$ cat src/rtl/counter_arbiter.sv
// Two-requester arbiter issuing load/increment commands to a shared 8-bit counter.
// Latency: request sampled at edge N -> grant/command in cycle N+1 -> rsp_valid in cycle N+3.
// Backpressure: one operation per 3 cycles; requests are only sampled in IDLE.
// Optional feature: define ROUND_ROBIN_EN for round-robin contention resolution
// (default build uses fixed priority, A wins).
module counter_arbiter (
  input  logic       clk,
  input  logic       rst,
  input  logic       req_a,
  input  logic       req_b,
  input  logic       op_a,
  input  logic       op_b,
  input  logic [7:0] data_a,
  input  logic [7:0] data_b,
  input  logic [7:0] cnt_value,
  output logic [7:0] load,
  output logic       load_enable,
  output logic       increment,
  output logic       gnt_a,
  output logic       gnt_b,
  output logic       rsp_valid,
  output logic       rsp_id,
  output logic [7:0] rsp_value,
  output logic       busy
);

  typedef enum logic [1:0] {
    IDLE   = 2'd0,
    ISSUE  = 2'd1,
    SETTLE = 2'd2
  } state_t;

  state_t     state_q, state_d;
  logic       winner_q, winner_d;
  logic [7:0] load_q, load_d;
  logic       load_enable_q, load_enable_d;
  logic       increment_q, increment_d;
  logic       gnt_a_q, gnt_a_d;
  logic       gnt_b_q, gnt_b_d;
  logic       rsp_valid_q, rsp_valid_d;
  logic       rsp_id_q, rsp_id_d;
  logic [7:0] rsp_value_q, rsp_value_d;

  logic       pick_b;
  logic       sel_op;
  logic [7:0] sel_data;

`ifdef ROUND_ROBIN_EN
  logic       prefer_b_q, prefer_b_d;

  // Winner selection: on contention the requester not granted most recently wins.
  always_comb begin
    pick_b = 1'b0;
    if (req_a && req_b) begin
      pick_b = prefer_b_q;
    end else begin
      pick_b = req_b;
    end
  end

  // Pointer moves only when a grant is actually issued.
  always_comb begin
    prefer_b_d = prefer_b_q;
    if (state_q == IDLE && (req_a || req_b)) begin
      prefer_b_d = ~pick_b;
    end
  end

  // Pointer register; reset prefers A.
  always_ff @(posedge clk or posedge rst) begin
    if (rst) begin
      prefer_b_q <= 1'b0;
    end else begin
      prefer_b_q <= prefer_b_d;
    end
  end
`else
  // Winner selection: fixed priority, B only wins when A is not requesting.
  always_comb begin
    pick_b = 1'b0;
    pick_b = req_b & ~req_a;
  end
`endif

  // Operation and load data of the selected requester.
  always_comb begin
    sel_op   = pick_b ? op_b : op_a;
    sel_data = pick_b ? data_b : data_a;
  end

  // Next-state and registered-output logic; command outputs are pulses that
  // are only set on the IDLE->ISSUE transition and cleared otherwise.
  always_comb begin
    state_d       = state_q;
    winner_d      = winner_q;
    load_d        = 8'h00;
    load_enable_d = 1'b0;
    increment_d   = 1'b0;
    gnt_a_d       = 1'b0;
    gnt_b_d       = 1'b0;
    rsp_valid_d   = 1'b0;
    rsp_id_d      = rsp_id_q;
    rsp_value_d   = rsp_value_q;
    case (state_q)
      IDLE: begin
        if (req_a || req_b) begin
          state_d       = ISSUE;
          winner_d      = pick_b;
          load_enable_d = sel_op;
          increment_d   = ~sel_op;
          load_d        = sel_op ? sel_data : 8'h00;
          gnt_a_d       = ~pick_b;
          gnt_b_d       = pick_b;
        end
      end
      ISSUE: begin
        state_d = SETTLE;
      end
      SETTLE: begin
        // Counter has absorbed the command by now; capture its result.
        state_d     = IDLE;
        rsp_valid_d = 1'b1;
        rsp_id_d    = winner_q;
        rsp_value_d = cnt_value;
      end
      default: begin
        state_d = IDLE;
      end
    endcase
  end

  // State and output registers; reset clears everything immediately.
  always_ff @(posedge clk or posedge rst) begin
    if (rst) begin
      state_q       <= IDLE;
      winner_q      <= 1'b0;
      load_q        <= 8'h00;
      load_enable_q <= 1'b0;
      increment_q   <= 1'b0;
      gnt_a_q       <= 1'b0;
      gnt_b_q       <= 1'b0;
      rsp_valid_q   <= 1'b0;
      rsp_id_q      <= 1'b0;
      rsp_value_q   <= 8'h00;
    end else begin
      state_q       <= state_d;
      winner_q      <= winner_d;
      load_q        <= load_d;
      load_enable_q <= load_enable_d;
      increment_q   <= increment_d;
      gnt_a_q       <= gnt_a_d;
      gnt_b_q       <= gnt_b_d;
      rsp_valid_q   <= rsp_valid_d;
      rsp_id_q      <= rsp_id_d;
      rsp_value_q   <= rsp_value_d;
    end
  end

  assign load        = load_q;
  assign load_enable = load_enable_q;
  assign increment   = increment_q;
  assign gnt_a       = gnt_a_q;
  assign gnt_b       = gnt_b_q;
  assign rsp_valid   = rsp_valid_q;
  assign rsp_id      = rsp_id_q;
  assign rsp_value   = rsp_value_q;
  assign busy        = (state_q != IDLE);

endmodule

$ cat config.mk
export PLATFORM = sky130hd
export DESIGN_NAME = counter_arbiter
export DESIGN_NICKNAME = d
export VERILOG_FILES = /design/src/rtl/counter_arbiter.sv
export SDC_FILE = /design/constraint.sdc
export NUM_CORES = 1
export LEC_CHECK = 0
export BUFFER_PORTS_ARGS = -buffer_cell sky130_fd_sc_hd__buf_2
export CAP_MARGIN = 20
export CORE_UTILIZATION = 40
export DETAILED_ROUTE_END_ITERATION = 7
export PLACE_DENSITY = 0.82
export SKIP_CTS_REPAIR_TIMING = 1
export SKIP_LAST_GASP = 1
export SYNTH_ARGS = -nofsm -noshare
export SYNTH_HDL_FRONTEND = slang
export SYNTH_SLANG_ARGS = --single-unit
export TNS_END_PERCENT = 100
$ cat constraint.sdc
create_clock -name clk -period 1.5 [get_ports clk]
set_input_delay 0.225 -clock clk [delete_from_list [all_inputs] [get_ports clk]]
set_output_delay 0.225 -clock clk [all_outputs]
set_load 0.01 [all_outputs]
==> results_dict.tcl, run 1 <==
set metrics [dict create \
    power.total_uw 2210 \
    finalCoreUtilization_pct 57.8 \
    worstPathArrival_ns 1.18 \
    drt-vias-per-instance 4.64 \
    synth_ff_type "dfrtp_1" \
    r2r-end "rsp_value[2]$_DFFE_PP0P_" \
    post-dp-hpwl_mm 1.40 \
    fin_setup_tns_ns 0 \
    fillers 208 \
    detailroute.via_count 757 \
    crit_required_ns 1.27 \
    h-tree-depth 1 \
    synthTopCellsByArea "dfrtp_1 63%, mux2_4 14%, nand2_1 6.0%" \
    die_h_um 52.0 \
    endpoint_kind "primary output" \
    critPathLaunchType "register" \
    synth_edf_count 0 \
    ios 53 \
    start_util_pct 43.9 \
    io_buffers 52 \
    track_usage_pct 15.5 \
    drtIter0Drc 10 \
    drv_cap 0 \
    antenna_found_initial 0 \
    antenna_cells 0 \
    period_needed_ns 1.40 \
    overflow 0 \
    cts_tree "built" \
    wire_per_inst_um 11.3 \
    synthArstFlopShare_pct 100 \
    busiest_layer "met2" \
    rsz0062_at_grt "no" \
    p_leak_uw 0.000736 \
    hold_slack_ns 0.140 \
    clock_latency_ns 0.30 \
    drt_first_pass_iters 3 \
    p_per_area_nw_per_um2 1680 \
    gp_congestion 0.753 \
    coreArea_um2 2280 \
    clk_path_buf_depth 2 \
    fin_crit_sh_pct 93.5 \
    globalRouteMet3Util_pct 3.51 \
    synth_top_area_share_pct 62.6 \
    routed_wirelength_mm 1.84 \
    min_from "data_a[5]" \
    r2r_start "state_q[1]$_DFFE_PP0P_" \
    status "complete, no violations" \
    timing.fmax_mhz 713 \
    synth.avg_cell_area_um2 12.5 \
    syn_area_um2 1000 \
    antenna_left 0 \
    peakVddDrop_v 0.000948 \
    drive_gt1_share_pct 50.4 \
    ys_types 16 \
    r2r_setup_slack_ns 0.23 \
    grt_util_met2_pct 26.7 \
    clock_skew_ns 0.00355 \
    hold_viol_final 0 \
    ys.warnings.count 0 \
    nets 166 \
    grt_start_max_net_pins 26 \
    grt_first_pass_wirelength_mm 3.07 \
    hp-class "input pin to register" \
    first_global_vias 712 \
    crit_path_max_fanout 4 \
    worstSetupPathType "register to primary output" \
    cts_sinks 25 \
    maxSlewHeadroom_pct 69.6 \
    syn_inst 80 \
    ys_seq_area_share_pct 62.6 \
    syn_nets 110 \
    drc 0 \
    synth-seq-cells 25 \
    final_area_um2 1320 \
    multiInputGateArea_um2 340 \
    die_area_um2 2700 \
    hold_path_end "load[5]$_DFF_PP0_" \
    synthMostInstantiatedCell "dfrtp_1" \
    fp-row-count 17 \
    finalSetupViolCount 0 \
    worst_pin_slew_ns 0.455 \
    die_width_um 52.0 \
    numCtsBuffers 3 \
    hold_path_depth 3 \
    yosys.area.top_type "dfrtp_1" \
    seqCellArea_um2 626 \
    r2r_cells 2 \
    final_max_slew_viol_count 0 \
    root_buffer "clkbuf_4" \
    place_area_um2 1270 \
    yosys-top-cells-count "25 x dfrtp_1, 16 x nand2_1, 9 x a21oi_1, 9 x mux2_4, 5 x nor2_1" \
    gr-usage-met1_pct 18.4 \
    path_clk_slew_ns 0.13 \
    area.growth.synth_to_final_pct 31.7 \
]
==> critical path, stage by stage (launching register included) <==
cell	delay, ns
dfrtp_1	0.46
nor2_4	0.17
inv_1	0.10
buf_2	0.15
==> per-stage QoR <==
step	std cells	setup WS [ns]
5_1_grt	163	0.0236
6_report	163	0.0979
3_5_place_dp	158	0.261
2_1_floorplan	80	0.413
3_3_place_gp	158	0.313
4_1_cts	162	0.0428
==> layer usage <==
| layer | up-vias | routed length [µm] |
|---|---|---|
| met4 | 0 | 8 |
| met2 | 35 | 896 |
| met3 | 2 | 158 |
| met5 | - | 0 |
| li1 | 369 | - |
| met1 | 351 | 772 |
==> logic make-up after synthesis <==
kind of cell	share of synthesized area, %
AO/OA/AOI/OAI	6.01
flip-flops	62.6
multiplexers	13.5
buffers and inverters	3.88
AND/OR/NAND/NOR	14.0
==> power breakdown <==
part	switching, µW	internal, µW
sequential	129	914
combinational	401	477
clock	182	104
total	712	1490
==> layout by cell type (no fill, tap or decap) <==
master | netlist | final
and2_1 | 1 | 1
dlygate4sd3_1 | 0 | 1
clkbuf_1 | 0 | 1
buf_4 | 0 | 1
a21oi_1 | 9 | 9
buf_2 | 1 | 52
nand2_1 | 16 | 16
nand3_2 | 1 | 1
nand2b_1 | 2 | 2
mux2_4 | 9 | 9
nor2b_4 | 1 | 1
nor2_1 | 5 | 5
nor2_4 | 0 | 1
clkbuf_4 | 0 | 3
inv_1 | 3 | 3
nor2b_1 | 2 | 2
dfrtp_1 | 25 | 25
a21o_1 | 1 | 1
o21a_1 | 1 | 1
==> state kept, by name, summed over array words and instances (netlist names) <==
register     cells
load             8
increment        1
winner_q         1
rsp_valid        1
state_q          2
gnt_b            1
rsp_id           1
load_enable      1
rsp_value        8
gnt_a            1
==> worst max-delay path by stage <==
stage                                     to  slack (ns)              startpoint
floorplan                 rsp_id$_DFFE_PP0P_        0.41  state_q[0]$_DFFE_PP0P_
global placement    rsp_value[1]$_DFFE_PP0P_        0.31  state_q[0]$_DFFE_PP0P_
detailed placement        rsp_id$_DFFE_PP0P_        0.26  state_q[1]$_DFFE_PP0P_
CTS                                     busy        0.04  state_q[0]$_DFFE_PP0P_
global route                            busy        0.02  state_q[0]$_DFFE_PP0P_
finish                                  busy         0.1  state_q[0]$_DFFE_PP0P_
==> layout make-up <==
type                       instances  area share (%)
inverter                           3           0.856
tap                               28            2.66
multi-input combinational         49            25.9
sequential                        25            47.5
timing repair buffer              54            21.1
clock buffer                       4            2.00
No activity file was read; power rests on OpenSTA's default activity.
==> inputs of run 2 (changes only) <==
--- a/config.mk
+++ b/config.mk
@@ -9,7 +9,7 @@
 export CAP_MARGIN = 20
 export CORE_UTILIZATION = 40
 export DETAILED_ROUTE_END_ITERATION = 7
-export PLACE_DENSITY = 0.82
+export PLACE_DENSITY = 0.77
 export SKIP_CTS_REPAIR_TIMING = 1
 export SKIP_LAST_GASP = 1
 export SYNTH_ARGS = -nofsm -noshare
==> run 2 against run 1 <==
Sequential cell count did not move. Sequential power barely moved. Design area did not move. Register-to-register slack barely moved. Non-clock buffer count did not move. Via count rose by 0.79%. Global-route usage rose by 1.0 points. Clock power barely moved. Combinational power rose by 1%. Cell count did not move. Setup slack improved by 0.0075 ns.
==> results_dict.tcl, run 2 (synthesized netlist as in run 1, its figures left out) <==
set metrics [dict create \
    busiest_layer "met2" \
    overflow 0 \
    nets 166 \
    detailroute.via_count 763 \
    maxSlewHeadroom_pct 64.9 \
    peakVddDrop_v 0.000846 \
    fin_setup_tns_ns 0 \
    layout_common_cells "52 x buf_2, 25 x dfrtp_1, 16 x nand2_1" \
    die_h_um 52.0 \
    grt_first_pass_wirelength_mm 3.25 \
    die_area_um2 2700 \
    antenna_found_initial 0 \
    worst_pin_slew_ns 0.525 \
    power.switching_uw 723 \
    ios 53 \
    grt_util_met2_pct 25.9 \
    numCtsBuffers 3 \
    worst_slack_ns 0.105 \
    post-dp-hpwl_mm 1.46 \
    root_buffer "clkbuf_4" \
    seq_power_share_pct 47.1 \
    first_global_vias 763 \
    clock_skew_ns 0.00767 \
    io_buffers 52 \
    final_common_cell "buf_2" \
    drtIter0Drc 13 \
    rsz0062_at_grt "no" \
    place_inst 158 \
    track_usage_pct 16.6 \
    internal_power_uw 1490 \
    fin_crit_sh_pct 93.0 \
    crit_path_max_fanout 4 \
    cts_tree "built" \
    r2r-end "rsp_value[3]$_DFFE_PP0P_" \
    p_leak_uw 0.000736 \
    status "complete, no violations" \
    h-tree-depth 1 \
    crit_required_ns 1.27 \
    drive_gt1_share_pct 50.4 \
    drt-vias-per-instance 4.68 \
    grt_start_max_net_pins 26 \
    finalNonFillerCells 163 \
    power.total_uw 2220 \
    die_width_um 52.0 \
    coreArea_um2 2280 \
    p_per_area_nw_per_um2 1690 \
    clock_latency_ns 0.31 \
    worstPathArrival_ns 1.17 \
    cts_sinks 25 \
    drv_cap 0 \
    endpoint_kind "primary output" \
    antenna_left 0 \
    routed_wirelength_mm 1.96 \
    hold_slack_ns 0.128 \
    start_util_pct 43.9 \
    critPathLaunchType "register" \
    final_max_slew_viol_count 0 \
    hp-class "input pin to register" \
    p_comb_share_pct 40.0 \
    worstSetupPathType "register to primary output" \
    r2r_setup_slack_ns 0.22 \
    wire_per_inst_um 12.0 \
    path_clk_slew_ns 0.13 \
    fp-row-count 17 \
    globalRouteMet3Util_pct 3.80 \
    clkPwrFrac_pct 12.9 \
    antenna_cells 0 \
    switching_share_pct 32.6 \
    timing.fmax_mhz 717 \
    r2r_cells 2 \
    finalSetupViolCount 0 \
    r2r_start "state_q[1]$_DFFE_PP0P_" \
    hold_path_end "load[7]$_DFF_PP0_" \
    min_from "data_b[7]" \
    drc 0 \
    gr-usage-met1_pct 21.6 \
    drt_first_pass_iters 4 \
    period_needed_ns 1.39 \
    area.growth.synth_to_final_pct 31.7 \
    pre_cts_ws_ns 0.271 \
    hold_viol_final 0 \
    hold_path_depth 3 \
    clk_path_buf_depth 2 \
    gp_congestion 0.638 \
]
run 2: cell counts in the layout (fill, tap and decap cells not counted):
Identical to the previous run, type by type.
run 2: power by group through the flow:
stage	registers (µW)	clock network [µW]	logic, µW
2_1_floorplan	1150	0	477
3_3_place_gp	1050	0	861
3_5_place_dp	1050	0	888
4_1_cts	1040	297	893
5_1_grt	1070	325	975
6_report	1040	287	887
run 2: worst max-delay path, cell delays in order, from the launching register on:
cell	delay [ns]
dfrtp_1	0.46
nor2_4	0.17
inv_1	0.09
buf_2	0.14
run 2: area by class of cell:
| class | instances | area [µm²] |
|---|---|---|
| multi-input cells | 49 | 340 |
| repair buffers | 54 | 278 |
| flip-flops and latches | 25 | 626 |
| clock buffers | 4 | 26.3 |
| inverters | 3 | 11.3 |
| well taps | 28 | 35.0 |
| fillers | 193 | 960 |
run 2: metal layers:
layer  part of all wire, %  vias up
met4                  0.61        0
li1                      -      367
met1                    44      360
met2                    49       34
met3                   6.0        2
met5                     0        -
run 2: how the worst max path moves through the flow:
stage                                 startpoint                       end  slack [ns]  depth (start not counted)
after floorplan           state_q[0]$_DFFE_PP0P_        rsp_id$_DFFE_PP0P_        0.41                          3
after global placement    state_q[0]$_DFFE_PP0P_  rsp_value[0]$_DFFE_PP0P_        0.31                          2
after detailed placement  state_q[1]$_DFFE_PP0P_  rsp_value[3]$_DFFE_PP0P_        0.27                          2
after CTS                 state_q[0]$_DFFE_PP0P_                      busy        0.02                          3
after global routing      state_q[0]$_DFFE_PP0P_                      busy        0.03                          3
final                     state_q[0]$_DFFE_PP0P_                      busy        0.11                          3
run 2: per-stage QoR:
step	instance area, µm²	util [%]
final	1320	57.8
after global routing	1320	57.8
after CTS	1300	57.2
after detailed placement	1270	56.0
after global placement	1270	56.0
after floorplan	1000	-
==> inputs of run 3 (changes only) <==
--- a/config.mk
+++ b/config.mk
@@ -5,13 +5,13 @@
 export SDC_FILE = /design/constraint.sdc
 export NUM_CORES = 1
 export LEC_CHECK = 0
+export ABC_AREA = 1
 export BUFFER_PORTS_ARGS = -buffer_cell sky130_fd_sc_hd__buf_2
 export CAP_MARGIN = 20
-export CORE_UTILIZATION = 40
+export CORE_UTILIZATION = 44
 export DETAILED_ROUTE_END_ITERATION = 7
-export PLACE_DENSITY = 0.77
+export PLACE_DENSITY = 0.82
 export SKIP_CTS_REPAIR_TIMING = 1
-export SKIP_LAST_GASP = 1
 export SYNTH_ARGS = -nofsm -noshare
 export SYNTH_HDL_FRONTEND = slang
 export SYNTH_SLANG_ARGS = --single-unit
==> run 3 against run 2 <==
Non-clock buffer count unchanged. Clock power down 4%. Register-to-register slack better by 0.19 ns. Critical path depth unchanged. Sequential power down 5%. Critical endpoint unchanged. Highest routed layer unchanged.
==> results_dict.tcl, run 3 <==
set metrics [dict create \
    status "complete, no violations" \
    antenna_left 0 \
    period_needed_ns 1.36 \
    antenna_cells 0 \
    overflow 0 \
    layout_common_cells "52 x buf_2, 42 x nand2_1, 25 x dfrtp_1" \
    drive_gt1_share_pct 43.6 \
    numCtsBuffers 3 \
    finalSetupViolCount 0 \
    drv_cap 0 \
    synth-seq-cells 25 \
    track_usage_pct 16.6 \
    detailroute.via_count 879 \
    coreArea_um2 2230 \
    crit_path_max_fanout 3 \
    synth_top_area_share_pct 59.0 \
    crit_path_cell_trace "nor2_2 -> inv_2 -> buf_2" \
    drc 0 \
    syn_nets 147 \
    maxSlewHeadroom_pct 76.4 \
    routed_wirelength_mm 1.93 \
    io_buffers 52 \
    h-tree-depth 1 \
    fp-row-count 17 \
    synth_edf_count 0 \
    gp_congestion 0.729 \
    grt_start_max_net_pins 26 \
    peakVddDrop_v 0.000786 \
    grt_first_pass_wirelength_mm 3.15 \
    die_h_um 51.1 \
    start_util_pct 47.5 \
    area.growth.synth_to_final_pct 30.3 \
    hold_slack_ns 0.115 \
    die_width_um 51.1 \
    clock_latency_ns 0.30 \
    clock_skew_ns 0.00764 \
    drt-vias-per-instance 4.40 \
    worstSetupPathType "register to primary output" \
    synth.avg_cell_area_um2 9.07 \
    nets 203 \
    syn_inst 117 \
    yosys.area.top_type "dfrtp_1" \
    place_area_um2 1350 \
    hold_viol_final 0 \
    antenna_found_initial 0 \
    ys_types 15 \
    fin_setup_tns_ns 0 \
    rsz0062_at_grt "no" \
    synthMostInstantiatedCell "nand2_1" \
    place_inst 195 \
    cts_sinks 25 \
    fin_crit_sh_pct 90.9 \
    path_clk_slew_ns 0.12 \
    critPathSlowestCell "dfrtp_1" \
    die_area_um2 2610 \
    wire_per_inst_um 9.66 \
    p_leak_uw 0.000852 \
    cts_tree "built" \
    finalCoreUtilization_pct 61.9 \
    synth_ff_type "dfrtp_1" \
    ys_seq_area_share_pct 59.0 \
    worstPathArrival_ns 1.14 \
    yosys-top-cells-count "42 x nand2_1, 25 x dfrtp_1, 11 x inv_1" \
    hp-class "input pin to register" \
    syn_area_um2 1060 \
    drtIter0Drc 8 \
    ys.warnings.count 0 \
    final_common_cell "buf_2" \
    cp_num_buf_inv 2 \
    clk_path_buf_depth 2 \
    timing.fmax_mhz 734 \
    synthArstFlopShare_pct 100 \
    cpPeakStageDelay_ns 0.42 \
    crit_required_ns 1.27 \
    p_per_area_nw_per_um2 1490 \
    finalNonFillerCells 200 \
    final_area_um2 1380 \
    final_max_slew_viol_count 0 \
    ios 53 \
    critPathLaunchType "register" \
    first_global_vias 785 \
    endpoint_kind "primary output" \
    crit_family "flip-flops" \
    worst_pin_slew_ns 0.353 \
    post-dp-hpwl_mm 1.59 \
    drt_first_pass_iters 4 \
    synthTopCellsByArea "dfrtp_1 59%, nand2_1 15%, nor2_2 5.3%" \
    root_buffer "clkbuf_4" \
]
[run 3: cell families (layout without fill, tap and decap cells)]
family / Yosys count / count (layout) / synth area share (%)
AND/OR/NAND/NOR: 70 / 70 / 32.3
flip-flops: 25 / 25 / 59.0
buffers and inverters: 19 / 74 / 7.31
AO/OA/AOI/OAI: 3 / 3 / 1.41
[run 3: stage by stage]
step / setup slack (ns) / total power (µW)
after floorplan: 0.537 / 1510
after global routing: 0.0484 / 2240
final: 0.137 / 2060
after detailed placement: 0.401 / 1820
after global placement: 0.448 / 1780
after CTS: 0.109 / 2090
[run 3: layout make-up]
type,count,area [µm²]
Fill cell,209,851
Sequential cell,25,626
Multi-Input combinational cell,73,358
Timing Repair Buffer,54,278
Inverter,16,60.1
Tap cell,28,35.0
Clock buffer,4,26.3
[run 3: final timing paths]
path                                              from                  endpoint  slack [ns]  cells after the start
worst max-delay path            state_q[0]$_DFFE_PP0P_                      busy        0.14                      3
worst min-delay path                      cnt_value[6]  rsp_value[6]$_DFFE_PP0P_        0.12                      3
worst max register to register  state_q[0]$_DFFE_PP0P_  rsp_value[7]$_DFFE_PP0P_        0.41                      5
worst min register to register  state_q[1]$_DFFE_PP0P_    state_q[1]$_DFFE_PP0P_        0.48                      1
max in group asynchronous                          rst  rsp_value[2]$_DFFE_PP0P_        0.77                      4
min in group asynchronous                          rst         load[7]$_DFF_PP0_        0.50                      4
[run 3: where the power goes]
group          total (µW)  internal [µW]  switching (µW)
clock network         276            104             172
logic                 799            309             490
registers             986            891            95.9
total                2060           1300             758
[run 3: layer usage]
layer,up-vias,wire length (µm),global-route usage (%)
met3,2,205,4.46
li1,458,-,-
met1,373,802,18.7
met2,46,909,29.8
met5,-,0,0
met4,0,13,5.56
[run 3: worst reg2reg max path, cell delays in order, from the launching register on]
cell and delay, ns:
dfrtp_1 0.42, inv_2 0.06, nand2_1 0.21, inv_2 0.20, nand2_1 0.08, nand2_1 0.06
